==> src/rtl/countdown_pkg.sv <==
// rtl/countdown_pkg.sv - shared types and constants for the countdown timer
package countdown_pkg;

    typedef enum logic [0:0] {
        IDLE = 1'b0,
        RUN  = 1'b1
    } state_t;

    localparam int DEFAULT_WIDTH = 8;

endpackage

==> src/rtl/countdown_timer.sv <==
// rtl/countdown_timer.sv - loadable down-counter with single-cycle expiry pulse
//
// Ports:
//   clk    - clock, all state updates on rising edge
//   rst    - synchronous active-high reset, overrides every other input
//   en     - count enable, one decrement per enabled cycle while running
//   start  - load v and begin counting (v == 0 gives an immediate done pulse)
//   abort  - stop counting at once, clear count, no done pulse
//   v      - preset value, sampled when start is accepted
//   count  - remaining count
//   busy   - high while running (registered state decode)
//   done   - one-cycle pulse on expiry
//
// Build option COUNTDOWN_AUTO_RELOAD_EN: on expiry reload the last preset
// and keep running, producing a periodic done pulse.
module countdown_timer
    import countdown_pkg::*;
#(
    parameter int WIDTH = DEFAULT_WIDTH
) (
    input  logic             clk,
    input  logic             rst,
    input  logic             en,
    input  logic             start,
    input  logic             abort,
    input  logic [WIDTH-1:0] v,
    output logic [WIDTH-1:0] count,
    output logic             busy,
    output logic             done
);

    localparam logic [WIDTH-1:0] ONE = WIDTH'(1);

    state_t           state;
    state_t           state_nxt;
    logic [WIDTH-1:0] reload;
    logic [WIDTH-1:0] reload_nxt;
    logic [WIDTH-1:0] count_nxt;
    logic             done_nxt;

    always_ff @(posedge clk) begin
        if (rst) begin
            state  <= IDLE;
            count  <= '0;
            reload <= '0;
            done   <= 1'b0;
        end else begin
            state  <= state_nxt;
            count  <= count_nxt;
            reload <= reload_nxt;
            done   <= done_nxt;
        end
    end

    // abort > start > en; done is a pulse, so it is cleared unless set here.
    always_comb begin
        state_nxt  = state;
        count_nxt  = count;
        reload_nxt = reload;
        done_nxt   = 1'b0;
        if (abort) begin
            state_nxt = IDLE;
            count_nxt = '0;
        end else if (start) begin
            if (v == '0) begin
                // zero-length timer: expire immediately, never enter RUN
                state_nxt = IDLE;
                count_nxt = '0;
                done_nxt  = 1'b1;
            end else begin
                state_nxt  = RUN;
                count_nxt  = v;
                reload_nxt = v;
            end
        end else if (state == RUN && en) begin
            if (count > ONE) begin
                count_nxt = count - ONE;
            end else begin
                // final step: done coincides with the cycle the count expires,
                // and the count never steps past zero
                done_nxt = 1'b1;
`ifdef COUNTDOWN_AUTO_RELOAD_EN
                count_nxt = reload;
`else
                count_nxt = '0;
                state_nxt = IDLE;
`endif
            end
        end
    end

    assign busy = (state == RUN);

endmodule

==> config.mk <==
export PLATFORM = sky130hd
export DESIGN_NAME = countdown_timer
export DESIGN_NICKNAME = d
export VERILOG_FILES = /design/src/rtl/countdown_pkg.sv /design/src/rtl/countdown_timer.sv
export SDC_FILE = /design/constraint.sdc
export NUM_CORES = 1
export LEC_CHECK = 0
export ABC_AREA = 1
export BUFFER_PORTS_ARGS = -buffer_cell sky130_fd_sc_hd__buf_4
export CAP_MARGIN = 30
export CORE_UTILIZATION = 40
export DETAILED_ROUTE_END_ITERATION = 8
export GPL_TIMING_DRIVEN = 0
export PLACE_DENSITY_LB_ADDON = 0.12
export SETUP_SLACK_MARGIN = 0.15
export SLEW_MARGIN = 20
export SYNTH_ARGS = -nofsm -noshare
export SYNTH_HDL_FRONTEND = slang
export SYNTH_SLANG_ARGS = --single-unit
==> constraint.sdc <==
create_clock -name clk -period 3.49 [get_ports clk]
set_input_delay 0.1745 -clock clk [delete_from_list [all_inputs] [get_ports clk]]
set_output_delay 0.1745 -clock clk [all_outputs]
set_load 0.005 [all_outputs]
# After elaboration in Yosys (flattened, before gate mapping)
# Cells that the tools add are included.
# word_totals
word_cells,23
out_inout_bits,10
ff_bits,10
in_bits,13
# classes
n_eq_ne,1
addsub,1
n_reduce_logical,5
n_lt_le_gt_ge,1
n_mux,12
# ops
op,count
$mux 8,4
$gt 8x1->1 const B,1
$logic_not 8->1,1
$mux 1,8
$sub 8x1->8 const B,1
$ne 2x2->1 const B,1
$reduce_and 2->1,1
$reduce_bool 2->1,1
$reduce_or 2->1,1
$logic_and 1x1->1,1

# Longest topological paths before layout
# Gate-level depths: netlist of the first run.
# logic_depth
word_depth,4
depth_mapped,9
depth_no_buf,9

# Least setup slack after synthesis of the first run
# OpenSTA, ideal clock, no wires.
# synth_path
path_type,register -> register
startpoint,reg count[0]
endpoint,reg count[7]
stages_incl_launch_ff,10
path_buffers,0
required_time_ps,3419
setup_slack_ps,2165
arrival_ps,1254
path_cell_list,dfxtp_1 > inv_1 > ha_1 > nor2_1 > nor2_1 > nand2_1 > nand2_2 > nor2_4 > nand2_1 > a21oi_1
# synth_via
elab_chain_len,4
word_cells_on_any_way,5
# synth_rtl
item,line_no,text
start: declaration,countdown_timer.sv:27,"output logic [WIDTH-1:0] count,"
start signal: assignment,countdown_timer.sv:49,count <= count_nxt;
$sub 8x1->8 or $gt 8x1->1 (tied branches),"countdown_timer.sv:77, countdown_timer.sv:76",
$mux 8 *,countdown_timer.sv:76,if (count > ONE) begin
$mux 8 *,countdown_timer.sv:75,end else if (state == RUN && en) begin
$mux 8 *,countdown_timer.sv:64,end else if (start) begin
# Every way passes the cells marked *; elsewhere a longest branch is shown, timed or not. The select of a mux whose other input is x is not followed.
# A chain may end at the register's enable or synchronous reset.

# Worst setup path in the final report of the first run
# Same ends and word-level chain as after synthesis.

==> results of run 1 <==
-- sequential cells by signal, indices dropped and copies added (netlist names) --
name / flops
busy: 1
count: 8
done: 1
-- worst max path at each step --
stage	to	slack, ns	start
after CTS	count[7]$_SDFFE_PP0P_	1.98	count[0]$_SDFFE_PP0P_
after detailed placement	count[7]$_SDFFE_PP0P_	2.00	count[0]$_SDFFE_PP0P_
after global routing	count[1]$_SDFFE_PP0P_	1.82	count[0]$_SDFFE_PP0P_
after floorplan	count[7]$_SDFFE_PP0P_	2.16	count[0]$_SDFFE_PP0P_
after global placement	count[7]$_SDFFE_PP0P_	2.00	count[0]$_SDFFE_PP0P_
final	count[7]$_SDFFE_PP0P_	1.97	count[0]$_SDFFE_PP0P_
-- worst max-delay path: stages, from the launching register on --
cell and delay, ns:
dfxtp_1 0.36, inv_1 0.12, ha_1 0.29, nor2_1 0.12
nor2_1 0.05, nand2_1 0.07, nand2_2 0.08, nor2_4 0.16
nand2_1 0.08, a21oi_1 0.11
-- metal layers --
layer	wire, µm	vias up	GRT usage (%)
met5	0	-	0
met1	766	317	26.70
met4	23	0	9.375
met3	76	2	2.553
li1	-	386	-
met2	694	24	25.76
-- layout by cell type, fill, tap and decap left out, drive strengths merged --
master	instances
a21oi	9
buf	24
clkbuf	3
dfxtp	10
ha	2
inv	25
nand2	21
nand3	5
nand4	4
nor2	12
nor3b	1
o21ai	2
o22ai	8
or2	1
xor2	3
-- per-stage QoR --
step / util, % / hold slack (ns) / std cells / power, mW / area (µm²)
6_report: 57.23 / 0.2290 / 146 / 0.2805 / 872.1
5_1_grt: 57.23 / 0.2438 / 146 / 0.2993 / 872.1
4_1_cts: 57.23 / 0.2335 / 146 / 0.2834 / 872.1
3_5_place_dp: 55.75 / 0.4994 / 143 / 0.1998 / 849.6
3_3_place_gp: 55.75 / 0.4688 / 143 / 0.1989 / 849.6
2_1_floorplan: - / 0.3541 / 105 / 0.1737 / 664.4
-- power breakdown --
| group | leakage, nW | internal (mW) | switching [mW] |
|---|---|---|---|
| combinational | 0.360 | 0.0348 | 0.0400 |
| clock | 0.0138 | 0.0399 | 0.0432 |
| sequential | 0.0816 | 0.119 | 0.00387 |
-- cells by family after synthesis --
kind of cell / after synthesis / share of synthesized area, %
xor+xnor: 3 / 3.956
flops: 10 / 30.13
fa+ha+maj: 2 / 3.766
compound gates: 19 / 15.82
simple gates: 44 / 30.51
buf+inv: 27 / 15.82
-- cell type report --
| class | instances | area [µm²] |
|---|---|---|
| buffer | 2 | 11.26 |
| fill | 165 | 651.9 |
| clock buffer | 3 | 22.52 |
| multi-input combinational | 68 | 359.1 |
| sequential | 10 | 200.2 |
| inverter | 25 | 93.84 |
| timing repair buffer | 22 | 165.2 |
| tap | 16 | 20.02 |
==> run summary, run 1 <==
status: complete, no violations
maximum clock frequency: 0.6580 GHz
ys flop type: dfxtp_1
min cycle time layout: 1.520 ns
flops & latches, synth: 10
IO buf count: 22
Syn Nets: 120
clock buffer depth: 2
Detail Route Antenna Nets: 0
Distinct cells, synth: 18
Leak: 0.4549 nW
most common cell in the netlist: inv_1
Warnings, synthesis: 0
RSZ-0062 raised after global routing: no
Area growth, synth to finish: 31.26%
vias in the first global route: 584
Worst Path Max Fanout: 6
RR Startpoint: count[0]$_SDFFE_PP0P_
Layout Skew: 0.001911 ns
first-pass GRT wire length: 2.504 mm
cell count after synthesis: 105
Top Ports: 23
cts bufs inserted: 3
Row Count: 14
Mapped Area: 664.4 µm²
Post-synth EDFFs: 0
Die W: 42.76 µm
nets: 147
most common library cells after synthesis: inv_1, nand2_1, nor2_1
worst slew pin tran: 0.5016 ns
# H-tree levels: 1
Core Footprint: 1524 µm²
Reg-to-Reg End: count[7]$_SDFFE_PP0P_
GRT Residual Overflow: 0
CTS-repair resized insts: 0
Max-slew headroom: 66.56%
worst path arrival time: 1.72 ns
CP Launch Type: flip-flop
max_cap viols: 0
initial antenna violation count: 0
syn_area_per_cell: 6.327 µm²
vias per std cell: 4.993
final hold violation count: 0
gpl congestion: 0.8021
chip height: 42.76 µm
DIE AREA: 1828 µm²
initial drt markers: 27
wire length per cell: 10.69 µm
ant diodes: 0
WHS Endpoint: busy$_SDFFE_PP0P_
Synth top area share: 30.13%
crit path setup slack, layout: 1.970 ns
pin count of the biggest net entering global routing: 11
Synth async-reset ratio: 0%
starting density of the core: 43.60%
VDD IR max: 0.0001621 V
crit share post-route: 43.55%
worst slack at placement: 1.999 ns
gr usage total: 18.29%
Final Max Tran Viols: 0
post-detail-place hpwl: 1.175 mm
clk_lat worst skew: 0.27 ns
Hold Path Origin: start
flop2flop setup slack: 1.97 ns
via count: 729
CTS Sinks: 10
cell taking the most area after synthesis: dfxtp_1
TritonCTS clock tree: built
Root Buffer: clkbuf_4
setup TNS: 0 ns
share of cells above drive strength 1: 23.85%
cts hold-fix bufs: 0
Cell Pwr Density: 321.6 nW/µm²
drt drc: 0
postcts setup bufs: 0
register area share after synthesis: 30.13%
Critical Path RT: 3.69 ns
WL final: 1.561 mm
hold path depth: 3
final number of setup-violating endpoints: 0
critical path class: reg2reg
Clock transition at path regs: 0.07 ns
synth top area cells: dfxtp_1, inv_1, nand2_1
Hold Crit Class: in2reg
Reg2Reg Depth: 9
Worst setup EP type: flip-flop
drt pass-1 iters: 5
No activity file was read; power rests on OpenSTA's default activity.
==> run 2: changes to the inputs <==
- ABC_AREA: 1 -> 0
- clock period: 3.49 -> 1.4 ns (I/O delays scaled with it)
==> run 2 against run 1 <==
  * The run now ends with setup timing left
  * Count of clock-buffer cells in the layout stayed put
  * Synthesized cell count is 29% lower
  * Global-route usage is 2.0 points higher
  * Worst setup slack worse by 2.1 ns
  * Wire length is 5.8% higher
  * Fmax is 2.6% higher
  * Design area is 8.0% higher
  * Largest power group unchanged
  * Highest routed layer unchanged
==> run summary, run 2 <==
ant diodes: 0 (unchanged)
simple-gate share of the synthesized area: 28.29% (-2.2 points)
final number of setup-violating endpoints: 3 (+3)
Worst path max stage delay: 0.41 ns (+0.05 ns)
Hold Crit Class: in2reg
first-pass GRT wire length: 2.684 mm (+7.2%)
Reg2Reg Depth: 6 (-3)
synth top area cells: dfxtp_1, nand2_1, xor2_1
clk_lat worst skew: 0.27 ns (about the same)
wire length per cell: 13.87 µm (+30%)
nets: 120 (-18%)
CTS Sinks: 10 (unchanged)
post-detail-place hpwl: 1.176 mm (+0.12%)
FILL cells: 130 (-21%)
P_int: 500.8 µW (+160%)
Clock transition at path regs: 0.08 ns (about the same)
switch share: 31.71% (+0.67 points)
most common cell in the netlist: dfxtp_1
Layout Skew: 0.01183 ns (+0.009919 ns)
gpl congestion: 0.7368 (-8.1%)
cell taking the most area after synthesis: dfxtp_1
register area share after synthesis: 31.43% (+1.3 points)
flops & latches, synth: 10 (unchanged)
vias in the first global route: 607 (+3.9%)
Area growth, synth to finish: 47.94%
Seq pwr share: 43.4% (-0.3 points)
hold path depth: 3 (unchanged)
syn_area_per_cell: 8.491 µm² (+34%)
RSZ-0062 raised after global routing: yes
chip height: 41.90 µm (-2.0%)
Compound-Gate Fraction of Synth Area: 23.77% (+8.0 points)
Distinct cells, synth: 35 (+17)
max FFs per register: 8 (unchanged)
via count: 673 (-7.7%)
VDD IR max: 0.0005792 V (+260%)
WHS Endpoint: count[2]$_SDFFE_PP0P_
setup TNS: -0.1589 ns (-0.1589 ns)
initial drt markers: 16 (-41%)
clock buffer depth: 2 (unchanged)
starting density of the core: 42.77% (-0.82 points)
Syn Nets: 90 (-25%)
pin count of the biggest net entering global routing: 11 (unchanged)
Synth Area in XOR/XNOR: 4.126% (+0.17 points)
Mapped Area: 636.9 µm² (-4.1%)
largest family of logic cells by synthesized area: simple AND/OR/NAND/NOR gates
ys flop type: dfxtp_1
maximum clock frequency: 0.6750 GHz (+2.6%)
flop2flop setup slack: -0.08 ns (-2.05 ns)
DIE AREA: 1756 µm² (-4.0%)
max_cap viols: 0 (unchanged)
IO buf count: 21 (-4.5%)
WL final: 1.651 mm (+5.8%)
most frequent cells in the layout: buf_4, nand2_1, dfxtp_1, nor2_1, o21ai_1
Max-slew headroom: 70.85% (+4.3 points)
critical path class: reg2reg
cts hold-fix bufs: 0 (unchanged)
Root Buffer: clkbuf_4
Synth async-reset ratio: 0% (unchanged)
Core Footprint: 1489 µm² (-2.3%)
Detail Route Antenna Nets: 0 (unchanged)
vias per std cell: 5.655 (+13%)
Crit-path slowest cell: or3b_4
final hold violation count: 0 (unchanged)
crit share post-route: 105.8% (+62 points)
cell count after synthesis: 75 (-29%)
Leak: 0.4001 nW (-12%)
RR Startpoint: count[0]$_SDFFE_PP0P_
crit path setup slack, layout: -0.08151 ns (-2.052 ns)
Reg-to-Reg End: count[6]$_SDFFE_PP0P_
CP Launch Type: flip-flop
most common library cells after synthesis: dfxtp_1, nand2_1, nor2_1
worst hold margin: 0.01035 ns (-0.2187 ns)
share of cells above drive strength 1: 47.57% (+24 points)
Post-synth EDFFs: 0 (unchanged)
Worst setup EP type: flip-flop
largest reg by FF count: count
Top Ports: 23 (unchanged)
violated checks: setup timing
gr usage total: 20.27% (+2.0 points)
crit-path cells: inv_4, ha_4, or3b_4, nor3_2, nand3_1, o221ai_1
status: finished with violations
Row Count: 14 (unchanged)
Synth Area in Adders: 3.929% (+0.16 points)
# H-tree levels: 1 (unchanged)
min cycle time layout: 1.482 ns (-0.03822 ns)
drt pass-1 iters: 4 (-1)
clock power share: 28.6% (-1.0 points)
combinational group share of total power: 28.1% (+1.4 points)
worst path arrival time: 1.66 ns (-0.06 ns)
Switch Pwr: 232.5 µW (+170%)
Cell Pwr Density: 778.4 nW/µm² (+140%)
multiplexer share of the synthesized area: 3.143% (+3.1 points)
most common cell after layout, fill and taps aside: buf_4
worst slew pin tran: 0.4361 ns (-0.06545 ns)
initial antenna violation count: 0 (unchanged)
Die W: 41.90 µm (-2.0%)
Synth top area share: 31.43% (+1.3 points)
Critical Path RT: 1.58 ns (-2.11 ns)
TritonCTS clock tree: built
Hold Path Origin: v[2]
Warnings, synthesis: 0 (unchanged)
GRT Residual Overflow: 0 (unchanged)
Final Max Tran Viols: 0 (unchanged)
cts bufs inserted: 3 (unchanged)
drt drc: 0 (unchanged)
Worst Path Max Fanout: 3 (-3)
run 2: changes by cell type after synthesis, moves of 3 or more:
| cell | change |
|---|---|
| inv_1 | -20 |
| nand2_1 | -13 |
| a21oi_1 | -7 |
| o22ai_1 | -7 |
| nor2_1 | -5 |
| nand4_1 | -4 |
| o21ai_1 | +4 |
| buf_2 | +3 |
run 2: timing repair:
action,CTS,global route
gates resized for setup,6,2
buffers inserted,4,0
setup endpoints to repair,10,10
pin swaps,5,2
run 2: area by class of cell:
class	instances	area [µm²]	area share (%)
Buffer	4	18.77	1.992
Clock buffer	3	22.52	2.390
Inverter	4	17.52	1.859
Multi-Input combinational cell	57	469.2	49.80
Sequential cell	10	206.4	21.91
Tap cell	16	20.02	2.125
Timing Repair Buffer	25	187.7	19.92
run 2: worst max-delay path by stage:
stage	startpoint	to	slack (ns)	depth (start not counted)
6_report	count[0]$_SDFFE_PP0P_	count[6]$_SDFFE_PP0P_	-0.08	6
5_1_grt	count[0]$_SDFFE_PP0P_	count[6]$_SDFFE_PP0P_	-0.12	6
4_1_cts	count[0]$_SDFFE_PP0P_	count[6]$_SDFFE_PP0P_	-0.07	6
3_5_place_dp	count[6]$_SDFFE_PP0P_	count[6]$_SDFFE_PP0P_	-0.09	4
3_3_place_gp	count[6]$_SDFFE_PP0P_	count[6]$_SDFFE_PP0P_	-0.07	4
2_1_floorplan	count[0]$_SDFFE_PP0P_	count[6]$_SDFFE_PP0P_	0.04	5
run 2: worst max-delay path: cells and delay by family, from the launching register on:
family | cells | cell delay, ns
fa+ha+maj | 1 | 0.13
compound gates | 1 | 0.19
flops | 1 | 0.36
buf+inv | 1 | 0.06
simple gates | 3 | 0.65
run 2: stage by stage:
step	total power [mW]	util, %	std cells	cell area [µm²]	setup slack (ns)
after CTS	0.7330	63.03	119	938.4	-0.06542
after global routing	0.7608	63.28	119	942.2	-0.1208
after global placement	0.5049	57.39	112	854.6	-0.06537
after detailed placement	0.5067	57.39	112	854.6	-0.09152
after floorplan	0.4368	-	75	676.9	0.04276
final	0.7333	63.28	119	942.2	-0.08151
run 2: logic make-up after synthesis:
logic type | after synthesis
and+or+nand+nor | 30
AOI/OAI and AO/OA | 20
DFF | 10
buffers and inverters | 8
xor gates and xnor gates | 3
muxes | 2
adders and majority gates | 2
run 2: power by group through the flow:
stage / combinational [mW] / sequential, mW / clock [mW]
after global placement: 0.180 / 0.324 / 0
after detailed placement: 0.182 / 0.324 / 0
final: 0.206 / 0.318 / 0.209
after CTS: 0.204 / 0.317 / 0.212
after global routing: 0.222 / 0.320 / 0.218
after floorplan: 0.114 / 0.323 / 0
run 2: metal layers:
layer / vias to the layer above / GRT usage, % / wire length (µm)
met5: - / 0 / 0
met4: 0 / 11.61 / 14
met3: 4 / 2.609 / 90
met2: 30 / 30.00 / 784
met1: 307 / 28.11 / 761
li1: 332 / - / -
